## config.mk

```make
export PLATFORM = sky130hd
export DESIGN_NAME = lcd_instr_tx_fsm
export DESIGN_NICKNAME = d
export VERILOG_FILES = /design/src/rtl/lcd_instr_tx_fsm.sv
export SDC_FILE = /design/constraint.sdc
export NUM_CORES = 1
export LEC_CHECK = 0
export BUFFER_PORTS_ARGS = -buffer_cell sky130_fd_sc_hd__buf_4
export CAP_MARGIN = 40
export CORE_MARGIN = 2
export CORE_UTILIZATION = 40
export CTS_CLUSTER_SIZE = 24
export DETAILED_ROUTE_END_ITERATION = 6
export PLACE_DENSITY = 0.68
export SYNTH_ARGS = -nofsm -noshare
export SYNTH_HDL_FRONTEND = slang
export SYNTH_SLANG_ARGS = --single-unit
```

## constraint.sdc

```tcl
create_clock -name clk -period 3.4 [get_ports clk]
set_input_delay 0.68 -clock clk [delete_from_list [all_inputs] [get_ports clk]]
set_output_delay 0.68 -clock clk [all_outputs]
set_load 0.01 [all_outputs]
```

## src/rtl/lcd_instr_tx_fsm.sv

```systemverilog
// Sends one 10-bit LCD instruction over the 4-bit bus as two strobed nibbles,
// waits out the execution time, then pulses done for a single cycle.
module lcd_instr_tx_fsm #(
    parameter int T_SETUP  = 2,
    parameter int T_EPULSE = 12,
    parameter int T_HOLD   = 1,
    parameter int T_GAP    = 50,
    parameter int T_WAIT   = 2000,
    parameter int CNT_W    = 12
) (
    input  logic       clk,
    input  logic       reset,
    input  logic       instr_fsm_enable,
    input  logic [9:0] instruction,
    output logic       instr_fsm_done,
    output logic       busy,
    output logic       lcd_e,
    output logic       lcd_rs,
    output logic       lcd_rw,
    output logic [3:0] lcd_db
);

    typedef enum logic [3:0] {
        S_IDLE     = 4'd0,
        S_UP_SETUP = 4'd1,
        S_UP_E     = 4'd2,
        S_UP_HOLD  = 4'd3,
        S_GAP      = 4'd4,
        S_LO_SETUP = 4'd5,
        S_LO_E     = 4'd6,
        S_LO_HOLD  = 4'd7,
        S_WAIT     = 4'd8,
        S_DONE     = 4'd9
    } state_t;

    localparam logic [CNT_W-1:0] L_SETUP  = CNT_W'(T_SETUP - 1);
    localparam logic [CNT_W-1:0] L_EPULSE = CNT_W'(T_EPULSE - 1);
    localparam logic [CNT_W-1:0] L_HOLD   = CNT_W'(T_HOLD - 1);
    localparam logic [CNT_W-1:0] L_GAP    = CNT_W'(T_GAP - 1);
    localparam logic [CNT_W-1:0] L_WAIT   = CNT_W'(T_WAIT - 1);

    state_t           r_state;
    state_t           w_state_next;
    logic [CNT_W-1:0] r_cnt;
    logic [9:0]       r_instr;

    always_ff @(posedge clk or posedge reset) begin
        if (reset) begin
            r_state <= S_IDLE;
            r_cnt   <= '0;
            r_instr <= '0;
        end else begin
            r_state <= w_state_next;
            // Counter restarts on every state change and idles at zero.
            if (w_state_next != r_state || r_state == S_IDLE)
                r_cnt <= '0;
            else
                r_cnt <= r_cnt + 1'b1;
            if (r_state == S_IDLE && instr_fsm_enable)
                r_instr <= instruction;
        end
    end

    always_comb begin
        w_state_next   = S_IDLE;
        instr_fsm_done = 1'b0;
        busy           = 1'b0;
        lcd_e          = 1'b0;
        lcd_rs         = 1'b0;
        lcd_rw         = 1'b0;
        lcd_db         = 4'h0;
        case (r_state)
            S_IDLE: begin
                w_state_next = instr_fsm_enable ? S_UP_SETUP : S_IDLE;
            end
            S_UP_SETUP: begin
                w_state_next = (r_cnt == L_SETUP) ? S_UP_E : S_UP_SETUP;
                busy   = 1'b1;
                lcd_rs = r_instr[9];
                lcd_rw = r_instr[8];
                lcd_db = r_instr[7:4];
            end
            S_UP_E: begin
                w_state_next = (r_cnt == L_EPULSE) ? S_UP_HOLD : S_UP_E;
                busy   = 1'b1;
                lcd_e  = 1'b1;
                lcd_rs = r_instr[9];
                lcd_rw = r_instr[8];
                lcd_db = r_instr[7:4];
            end
            S_UP_HOLD: begin
                w_state_next = (r_cnt == L_HOLD) ? S_GAP : S_UP_HOLD;
                busy   = 1'b1;
                lcd_rs = r_instr[9];
                lcd_rw = r_instr[8];
                lcd_db = r_instr[7:4];
            end
            S_GAP: begin
                w_state_next = (r_cnt == L_GAP) ? S_LO_SETUP : S_GAP;
                busy   = 1'b1;
                lcd_rs = r_instr[9];
                lcd_rw = r_instr[8];
            end
            S_LO_SETUP: begin
                w_state_next = (r_cnt == L_SETUP) ? S_LO_E : S_LO_SETUP;
                busy   = 1'b1;
                lcd_rs = r_instr[9];
                lcd_rw = r_instr[8];
                lcd_db = r_instr[3:0];
            end
            S_LO_E: begin
                w_state_next = (r_cnt == L_EPULSE) ? S_LO_HOLD : S_LO_E;
                busy   = 1'b1;
                lcd_e  = 1'b1;
                lcd_rs = r_instr[9];
                lcd_rw = r_instr[8];
                lcd_db = r_instr[3:0];
            end
            S_LO_HOLD: begin
                w_state_next = (r_cnt == L_HOLD) ? S_WAIT : S_LO_HOLD;
                busy   = 1'b1;
                lcd_rs = r_instr[9];
                lcd_rw = r_instr[8];
                lcd_db = r_instr[3:0];
            end
            S_WAIT: begin
                w_state_next = (r_cnt == L_WAIT) ? S_DONE : S_WAIT;
                busy = 1'b1;
            end
            S_DONE: begin
                w_state_next   = S_IDLE;
                busy           = 1'b1;
                instr_fsm_done = 1'b1;
            end
            default: begin
                w_state_next = S_IDLE;
            end
        endcase
    end

endmodule

```

==> results of run 1 <==
-- cells in the final DEF, fill, tap and decap left out, types with 2 or more instances in the layout --
cell,n
dfrtp_1,26
nor2_1,22
buf_4,21
mux2_2,10
nand3_1,7
nand2_1,7
xor2_1,7
inv_1,5
mux2i_1,5
nor3_1,4
and2_1,4
xnor2_1,4
a21oi_1,3
nand4_1,3
ha_1,3
clkbuf_8,3
nor4_2,2
o21ai_0,2
and3_1,2
and4_1,2
-- metal layers --
metal / part of all wire, % / up-vias / global-route usage [%] / wire length (um)
met5: 0 / - / 0 / 0
met4: 0.88 / 0 / 6.77 / 27
met3: 2.5 / 2 / 0.514 / 77
met2: 52 / 29 / 26.7 / 1610
met1: 44 / 545 / 19.9 / 1360
li1: - / 542 / - / -
-- registers in the layout, indices dropped and copies added, names as in the netlist --
signal,count
r_cnt,12
r_instr,10
r_state,4
-- power by group --
group	switching (mW)	internal, mW
clock	0.0976	0.157
combinational	0.00822	0.0119
sequential	0	0.309
total	0.106	0.478
-- logic make-up (layout without fill, tap and decap cells) --
kind of cell             count (synthesis)  in the layout  share of synthesized area (%)
flip-flops                              26             26                           43.1
buffers and inverters                   13             31                           5.39
multiplexers                            15             15                           10.8
AND/OR/NAND/NOR                         66             66                           25.8
adder cells (fa/ha/maj)                  3              3                           2.49
AO/OA/AOI/OAI                           12             12                           6.05
XOR/XNOR                                11             11                           6.38
-- per-stage QoR --
stage	setup WS [ns]	instance area (um^2)
after floorplan	1.71	1510
after global placement	1.42	1660
after detailed placement	1.36	1690
after CTS	1.19	1760
after global routing	1.07	1760
final	1.17	1760
-- cell usage after synthesis (all sizes together), types with 2 or more instances --
cell	n
xor2	7
xnor2	4
ha	3
nor3	4
inv	5
nand3	7
mux2i	5
nor2	22
and2	4
a21oi	3
mux2	10
o21ai	3
clkbuf	2
nand4	4
and3	2
nor4	3
buf	6
dfrtp	26
and4	2
nand2	7
-- area by class of cell --
type | count | area (um^2)
repair buffers | 22 | 185
inverters | 5 | 18.8
well taps | 48 | 60.1
clock buffers | 3 | 41.3
multi-input cells | 107 | 777
clock inverters | 1 | 30.0
flip-flops and latches | 26 | 651
fillers | 337 | 1870
-- worst min path at each step --
| stage | start | to | slack, ns | depth (start not counted) |
|---|---|---|---|---|
| finish | reset | r_instr[1] | 0.43 | 2 |
| global route | reset | r_instr[1] | 0.46 | 2 |
| CTS | reset | r_instr[1] | 0.44 | 2 |
| detailed placement | r_instr[8] | r_instr[8] | 0.49 | 1 |
| global placement | r_instr[8] | r_instr[8] | 0.48 | 1 |
| floorplan | r_instr[8] | r_instr[8] | 0.47 | 1 |
==> results.py, run 1 <==
metrics = {
    "global_routing": {
        "grt_start_max_net_pins": 17,
        "grt_overflow": 0,
        "gr-usage-all-layers_pct": 15.3,
        "grt_antenna_before_repair": 0,
        "number_of_global_route_vias_before_repair": 1105,
        "wire_length_of_the_first_global_routing_pass_um": 5060,
    },
    "setup_path": {
        "regToRegEndpoint": "r_instr[5]",
        "ff2ff_path_depth": 3,
        "critPathMaxFanout": 11,
        "slowest_stage": "dfrtp_1",
        "critPathLaunchType": "flip-flop",
        "reg2reg_from": "r_state[2]",
        "timing_worst_setup_path_type": "flip-flop to output port",
        "cpLargestDelayFamily": "simple AND/OR/NAND/NOR gates",
        "critical_path.max_stage_delay_ns": 0.55,
        "endpoint": "lcd_rs",
        "cp_cell_sequence": "nor3_1 > nor2_1 > and2_1 > buf_4",
        "reg2reg_setup_slack_ns": 1.35,
        "critical_path.startpoint": "r_state[2]",
        "critPathCaptureType": "output port",
        "depth_of_the_critical_timing_path_with_buffers_and_inverters_included": 4,
        "critPathArrivalTime_ns": 1.55,
        "crit_buf_inv": 1,
        "critical_path_required_ns": 2.72,
    },
    "layout": {
        "layout-drive-gt1-share_pct": 29.9,
        "layoutNonFillerInstCount": 212,
        "antenna_cells_inserted": 0,
        "area_growth_syn_to_layout_pct": 16.8,
        "num-nets-final": 181,
        "final_core_utilization_pct": 48.5,
    },
    "floorplan": {
        "num_rows": 22,
        "dieHeight_um": 65.4,
        "die_ar_mm2": 0.00428,
        "start_util_pct": 41.5,
        "chipWidth_um": 65.4,
        "io-pin-count": 22,
        "placeableCoreArea_mm2": 0.00363,
    },
    "worst_hold_path": {
        "worstHoldPathType": "input pin to async pin",
    },
    "pwr": {
        "finalPower_mw": 0.584,
        "p_leak_nw": 0.837,
        "power_per_cell_area_mw_per_mm2": 331,
        "ir_worst_vdd_mv": 0.184,
    },
    "logic_synthesis": {
        "net_count_of_the_mapped_netlist": 162,
        "postSynth.topFlopCell": "dfrtp_1",
        "ys_async_rst_share_pct": 100,
        "ys.warnings.count": 0,
        "yosysTopAreaCellShare_pct": 43.1,
        "synth_cell_type_count": 41,
        "top_cells_by_area_synth": "dfrtp_1 (43%), mux2_2 (7.5%), nor2_1 (5.5%), xor2_1 (4.1%), mux2i_1 (3.3%)",
        "number_of_synthesized_flops_with_an_enable_pin": 0,
        "cell_area_after_synthesis_mm2": 0.00151,
        "syn_avg_cell_area_um2": 10.3,
        "synthCells": 146,
        "synth_seq_area_share_pct": 43.1,
        "yosys.area.top_type": "dfrtp_1",
        "yosys_register_bits": 26,
    },
    "clock_network": {
        "max-clock-path-buffers": 2,
        "postCtsSetupBuffers": 0,
        "clk_latency_ns": 0.27,
        "numClockSinks": 26,
        "ctsResizeCount": 0,
        "clock_tree_from_tritoncts": "done",
        "cts_root_buffer_type": "clkbuf_8",
        "cts_inserted_buffers": 3,
        "cts-hold-fix-buffers": 0,
        "htree_num_levels": 1,
        "clk_pin_slew_ns": 0.09,
    },
    "sta": {
        "timing.slew.headroom_pct": 53.9,
        "setup_viol": 0,
        "holdWs_ns": 0.432,
        "final.setup_skew_ns": 0.00165,
        "fin_crit_sh_pct": 65.7,
        "report.final.hold_viol_count": 0,
        "fmax_ghz": 0.448,
        "totalNegativeSetupSlack_ns": 0,
        "worst_pin_slew_ns": 0.690,
        "timing_max_transition_violations_final": 0,
        "finalWorstPathRequiredPeriod_ns": 2.23,
        "setup_repair_after_global_routing_missed_its_margin": "no",
    },
    "job": {
        "cap_violations": 0,
    },
    "placed_design": {
        "placedCellCount": 208,
        "place_congestion": 0.813,
        "number_of_i_o_port_buffers": 21,
        "dp_hpwl_um": 2360,
    },
    "status": {
        "status": "finished, final reports clean",
    },
    "routing": {
        "via_per_inst": 5.27,
        "routed_wire_length_per_instance_um": 14.5,
        "drc": 0,
        "vias": 1118,
        "drt-initial-drc-count": 30,
        "routed_wl_um": 3080,
        "detail_route.first_pass.iterations": 5,
        "route.antenna.remaining_nets": 0,
    },
}
No activity file was read; power rests on OpenSTA's default activity.
==> run 2, diff against run 1 <==
==> constraint.sdc (replaced) <==
create_clock -name clk -period 2.27 [get_ports clk]
set_input_delay 0.454 -clock clk [delete_from_list [all_inputs] [get_ports clk]]
set_output_delay 0.454 -clock clk [all_outputs]
set_load 0.01 [all_outputs]
==> run 2 against run 1 <==
  * Sequential share of layout area rose by 0.45 points
  * First-iteration DRC count up 57%
  * Via count grew 2.1%
  * Core utilization fell by 0.59 points
  * Die area unchanged
  * Worst hold slack worse by 0.21 ns
  * Critical path depth unchanged
  * Critical path type unchanged
  * Critical endpoint is now lcd_rw
==> results.py, run 2 (synthesis gave the netlist of run 1 again) <==
metrics = {
    "pwr": {
        "p_leak_nw": 0.830,
        "finalPower_mw": 0.789,
        "ir_worst_vdd_mv": 0.264,
        "power_per_cell_area_mw_per_mm2": 453,
    },
    "sta": {
        "final.setup_skew_ns": 0.00182,
        "totalNegativeSetupSlack_ns": 0,
        "setup_repair_after_global_routing_missed_its_margin": "no",
        "fmax_ghz": 0.508,
        "setup_viol": 0,
        "worst_slack_ns": 0.303,
        "fin_crit_sh_pct": 86.7,
        "timing_max_transition_violations_final": 0,
        "worst_pin_slew_ns": 0.429,
        "finalWorstPathRequiredPeriod_ns": 1.97,
        "report.final.hold_viol_count": 0,
        "timing.slew.headroom_pct": 71.1,
    },
    "clock_network": {
        "postCtsSetupBuffers": 0,
        "clk_latency_ns": 0.27,
        "htree_num_levels": 1,
        "numClockSinks": 26,
        "clock_tree_from_tritoncts": "done",
        "ctsResizeCount": 0,
        "cts_inserted_buffers": 3,
        "cts-hold-fix-buffers": 0,
        "clk_pin_slew_ns": 0.09,
        "max-clock-path-buffers": 2,
        "cts_root_buffer_type": "clkbuf_8",
    },
    "layout": {
        "reg.largest.list": "r_cnt x12, r_instr x10, r_state x4",
        "layoutNonFillerInstCount": 214,
        "largest_register_ffs": 12,
        "antenna_cells_inserted": 0,
        "layout-drive-gt1-share_pct": 30.7,
        "layout_commonest_cell": "dfrtp_1",
        "largest-register": "r_cnt",
        "finalInstanceArea_mm2": 0.00174,
        "area_growth_syn_to_layout_pct": 15.4,
        "top_library_cells_by_usage_in_the_layout_fill_and_taps_aside": "dfrtp_1 (26), buf_4 (24), nor2_1 (22), mux2_2 (10)",
        "num-nets-final": 183,
    },
    "status": {
        "status": "finished, final reports clean",
    },
    "routing": {
        "vias": 1141,
        "routed_wire_length_per_instance_um": 13.8,
        "detail_route.first_pass.iterations": 4,
        "drc": 0,
        "route.antenna.remaining_nets": 0,
        "drt-initial-drc-count": 47,
        "routed_wl_um": 2950,
        "via_per_inst": 5.33,
    },
    "global_routing": {
        "grt_overflow": 0,
        "grtUsageMet3_pct": 2.05,
        "grt.busiest_layer": "met2",
        "met1_usage_pct": 20.7,
        "globalRouteMet2Util_pct": 27.7,
        "grt_antenna_before_repair": 0,
        "wire_length_of_the_first_global_routing_pass_um": 5420,
        "number_of_global_route_vias_before_repair": 1218,
        "gr-usage-all-layers_pct": 16.3,
        "grt_start_max_net_pins": 27,
    },
    "placed_design": {
        "place_congestion": 0.916,
        "dp_hpwl_um": 2280,
        "placedCellCount": 210,
        "place_ws_ns": 0.375,
        "placed_area_mm2": 0.00169,
        "number_of_i_o_port_buffers": 21,
    },
    "setup_path": {
        "critPathLaunchType": "flip-flop",
        "ff2ff_path_depth": 5,
        "slowest_stage": "dfrtp_1",
        "critical_path.startpoint": "r_state[0]",
        "reg2reg_from": "r_state[0]",
        "timing_worst_setup_path_type": "flip-flop to output port",
        "regToRegEndpoint": "r_cnt[6]",
        "reg2reg_setup_slack_ns": 0.35,
        "critical_path_required_ns": 1.82,
        "cp_cell_sequence": "nor3_1 > nor2_1 > and2_1 > buf_4",
        "critPathMaxFanout": 12,
        "critical_path.max_stage_delay_ns": 0.52,
        "critPathCaptureType": "output port",
        "critPathArrivalTime_ns": 1.51,
    },
    "floorplan": {
        "placeableCoreArea_mm2": 0.00363,
        "start_util_pct": 41.5,
        "chipWidth_um": 65.4,
        "io-pin-count": 22,
        "die_ar_mm2": 0.00428,
        "dieHeight_um": 65.4,
        "num_rows": 22,
    },
    "job": {
        "cap_violations": 0,
    },
    "worst_hold_path": {
        "worstHoldPathType": "input pin to async pin",
    },
}
run 2: worst max-delay path by stage:
stage                      endpoint  slack, ns  depth (start not counted)
after floorplan            r_cnt[5]       0.62                          7
after global placement     r_cnt[1]       0.39                          5
after detailed placement   r_cnt[2]       0.38                          5
after CTS                    lcd_rw       0.31                          4
after global routing      lcd_db[3]       0.16                          4
final                        lcd_rw       0.30                          4
run 2: final cells by class:
cell class	instances	area (um^2)
Fill cell	350	1890
Sequential cell	26	651
Multi-Input combinational cell	107	777
Clock buffer	4	55.1
Timing Repair Buffer	24	180
Tap cell	48	60.1
Inverter	5	18.8
run 2: per-stage QoR:
step / hold WS (ns) / util, %
floorplan: 0.470 / -
global placement: 0.479 / 46.4
global route: 0.257 / 47.9
finish: 0.223 / 47.9
CTS: 0.241 / 47.9
detailed placement: 0.492 / 46.4
run 2: layer usage:
| metal | part of all wire (%) | up-vias |
|---|---|---|
| met1 | 44 | 560 |
| met5 | 0 | - |
| met3 | 3.6 | 5 |
| li1 | - | 546 |
| met2 | 50 | 30 |
| met4 | 2.0 | 0 |
run 2: power breakdown:
| part | switching [mW] | internal [mW] |
|---|---|---|
| clock | 0.145 | 0.155 |
| combinational | 0.0116 | 0.0142 |
| sequential | 0 | 0.463 |
| total | 0.157 | 0.632 |
run 2: worst max-delay path, delay by kind of cell (launching register included):
| family | cells | cell delay (ns) |
|---|---|---|
| buffers and inverters | 1 | 0.13 |
| flip-flops | 1 | 0.52 |
| AND/OR/NAND/NOR | 3 | 0.59 |
==> run 3, diff against run 2 <==
--- a/config.mk
+++ b/config.mk
@@ -11,7 +11,7 @@
 export CORE_UTILIZATION = 40
 export CTS_CLUSTER_SIZE = 24
 export DETAILED_ROUTE_END_ITERATION = 6
-export PLACE_DENSITY = 0.68
+export PLACE_DENSITY_LB_ADDON = 0.3
 export SYNTH_ARGS = -nofsm -noshare
 export SYNTH_HDL_FRONTEND = slang
 export SYNTH_SLANG_ARGS = --single-unit
==> run 3 against run 2 <==
  * Clock skew increased by 0.010 ns
  * Register-to-register slack got worse by 0.03 ns
  * Sequential power about the same
  * Critical path depth decreased by 1
  * First-iteration DRC count increased by 98%
  * Power increased by 11%
  * Non-clock buffer count unchanged
  * Core utilization increased by 0.45 points
  * Maximum frequency decreased by 1.8%
  * Clock power increased by 28%
  * Die area unchanged
  * Critical endpoint is now lcd_db[2]
  * Largest power group unchanged
==> results.py, run 3 (synthesis gave the netlist of run 1 again) <==
metrics = {
    "status": {
        "status": "finished, final reports clean",
    },
    "setup_path": {
        "reg2reg_setup_slack_ns": 0.32,
        "critPathMaxFanout": 12,
        "ff2ff_path_depth": 5,
        "slowest_stage": "dfrtp_1",
        "cp_cell_sequence": "o21ai_0 > nor2_1 > buf_4",
        "regToRegEndpoint": "r_cnt[9]",
        "critPathCaptureType": "output port",
        "reg2reg_from": "r_state[1]",
        "critPathArrivalTime_ns": 1.55,
        "critical_path.max_stage_delay_ns": 0.52,
        "critPathLaunchType": "flip-flop",
        "timing_worst_setup_path_type": "flip-flop to output port",
        "critical_path_required_ns": 1.82,
    },
    "sta": {
        "report.final.hold_viol_count": 0,
        "setup_repair_after_global_routing_missed_its_margin": "no",
        "setup_viol": 0,
        "final.setup_skew_ns": 0.0122,
        "finalWorstPathRequiredPeriod_ns": 2.00,
        "totalNegativeSetupSlack_ns": 0,
        "fmax_ghz": 0.499,
        "timing.slew.headroom_pct": 65.9,
        "worst_pin_slew_ns": 0.507,
        "fin_crit_sh_pct": 88.3,
        "timing_max_transition_violations_final": 0,
    },
    "floorplan": {
        "io-pin-count": 22,
        "die_ar_mm2": 0.00428,
        "placeableCoreArea_mm2": 0.00363,
        "num_rows": 22,
        "start_util_pct": 41.5,
        "dieHeight_um": 65.4,
        "chipWidth_um": 65.4,
    },
    "layout": {
        "layoutNonFillerInstCount": 214,
        "layout_commonest_cell": "dfrtp_1",
        "largest-register": "r_cnt",
        "seq_area_um2": 651,
        "antenna_cells_inserted": 0,
        "area_growth_syn_to_layout_pct": 16.5,
        "layout-drive-gt1-share_pct": 30.7,
        "multiInputGateArea_um2": 777,
        "final.fill_count": 357,
        "num-nets-final": 183,
        "top_library_cells_by_usage_in_the_layout_fill_and_taps_aside": "dfrtp_1 (26), buf_4 (24), nor2_1 (22), mux2_2 (10)",
        "largest_register_ffs": 12,
        "reg.largest.list": "r_cnt x12, r_instr x10, r_state x4",
    },
    "pwr": {
        "p_comb_share_pct": 2.9,
        "ir_worst_vdd_mv": 0.244,
        "power_per_cell_area_mw_per_mm2": 497,
        "cell_internal_pwr_mw": 0.713,
        "switchingPower_mw": 0.161,
        "pwr-share-seq_pct": 53.0,
        "finalPower_mw": 0.874,
        "share_clk_of_total_power_pct": 44.1,
        "switching_share_pct": 18.4,
        "p_leak_nw": 0.837,
    },
    "clock_network": {
        "clk_pin_slew_ns": 0.10,
        "cts-hold-fix-buffers": 0,
        "postCtsSetupBuffers": 0,
        "cts_root_buffer_type": "clkbuf_8",
        "ctsResizeCount": 0,
        "clock_tree_from_tritoncts": "done",
        "numClockSinks": 26,
        "htree_num_levels": 1,
        "max-clock-path-buffers": 2,
        "cts_inserted_buffers": 3,
        "clk_latency_ns": 0.27,
    },
    "routing": {
        "routed_wl_um": 2990,
        "via_per_inst": 5.26,
        "drc": 0,
        "route.antenna.remaining_nets": 0,
        "vias": 1126,
        "detail_route.first_pass.iterations": 4,
        "drt-initial-drc-count": 93,
        "routed_wire_length_per_instance_um": 14.0,
    },
    "global_routing": {
        "grt_antenna_before_repair": 0,
        "number_of_global_route_vias_before_repair": 1192,
        "grt_overflow": 0,
        "gr-usage-all-layers_pct": 15.7,
        "grt_start_max_net_pins": 27,
        "wire_length_of_the_first_global_routing_pass_um": 5230,
    },
    "placed_design": {
        "place_congestion": 0.846,
        "number_of_i_o_port_buffers": 21,
        "placedCellCount": 210,
        "dp_hpwl_um": 2210,
    },
    "worst_hold_path": {
        "worstHoldPathType": "input pin to async pin",
    },
    "job": {
        "cap_violations": 0,
    },
}
run 3: cell count changes in the layout (fill, tap and decap cells not counted):
cell	before	now
bufinv_16	0	1
clkbuf_8	4	3
run 3: worst max-delay path, delay by kind of cell, from the launching register on:
family,cells,cell delay (ns)
flops,1,0.52
buf+inv,1,0.16
simple gates,1,0.12
compound gates,1,0.48
run 3: worst max path at each step:
stage          startpoint         to  slack, ns  cells after the start
2_1_floorplan    r_cnt[0]   r_cnt[5]       0.62                      7
3_3_place_gp   r_state[1]   r_cnt[4]       0.32                      5
3_5_place_dp   r_state[1]   r_cnt[5]       0.33                      5
4_1_cts        r_state[0]  lcd_db[2]       0.24                      3
5_1_grt        r_state[0]  lcd_db[2]       0.13                      3
6_report       r_state[0]  lcd_db[2]       0.27                      3
run 3: final cells by class:
class / instances / area share, %
Sequential cell: 26 / 37.0
Inverter: 5 / 1.07
Multi-Input combinational cell: 107 / 44.2
Clock inverter: 1 / 1.71
Clock buffer: 3 / 2.35
Tap cell: 48 / 3.42
Timing Repair Buffer: 24 / 10.2
run 3: layer usage:
metal / global-route usage [%] / routed length (um)
met1: 21.1 / 1410
met2: 25.4 / 1450
met3: 2.57 / 79
met4: 5.73 / 42
met5: 0 / 0
run 3: stage by stage:
step / setup WS [ns] / hold WS, ns / instance area (um^2) / util (%)
floorplan: 0.618 / 0.470 / 1510 / -
global placement: 0.318 / 0.478 / 1690 / 46.4
detailed placement: 0.334 / 0.490 / 1690 / 46.4
CTS: 0.237 / 0.245 / 1760 / 48.4
global route: 0.126 / 0.271 / 1760 / 48.4
finish: 0.267 / 0.225 / 1760 / 48.4
run 3: power groups by stage:
stage                     registers (mW)  logic [mW]  clock network, mW
after floorplan                    0.472     0.00708                  0
after global placement             0.472      0.0258                  0
after detailed placement           0.472      0.0269                  0
after CTS                          0.463      0.0269              0.392
after global routing               0.463      0.0291              0.411
final                              0.463      0.0255              0.385
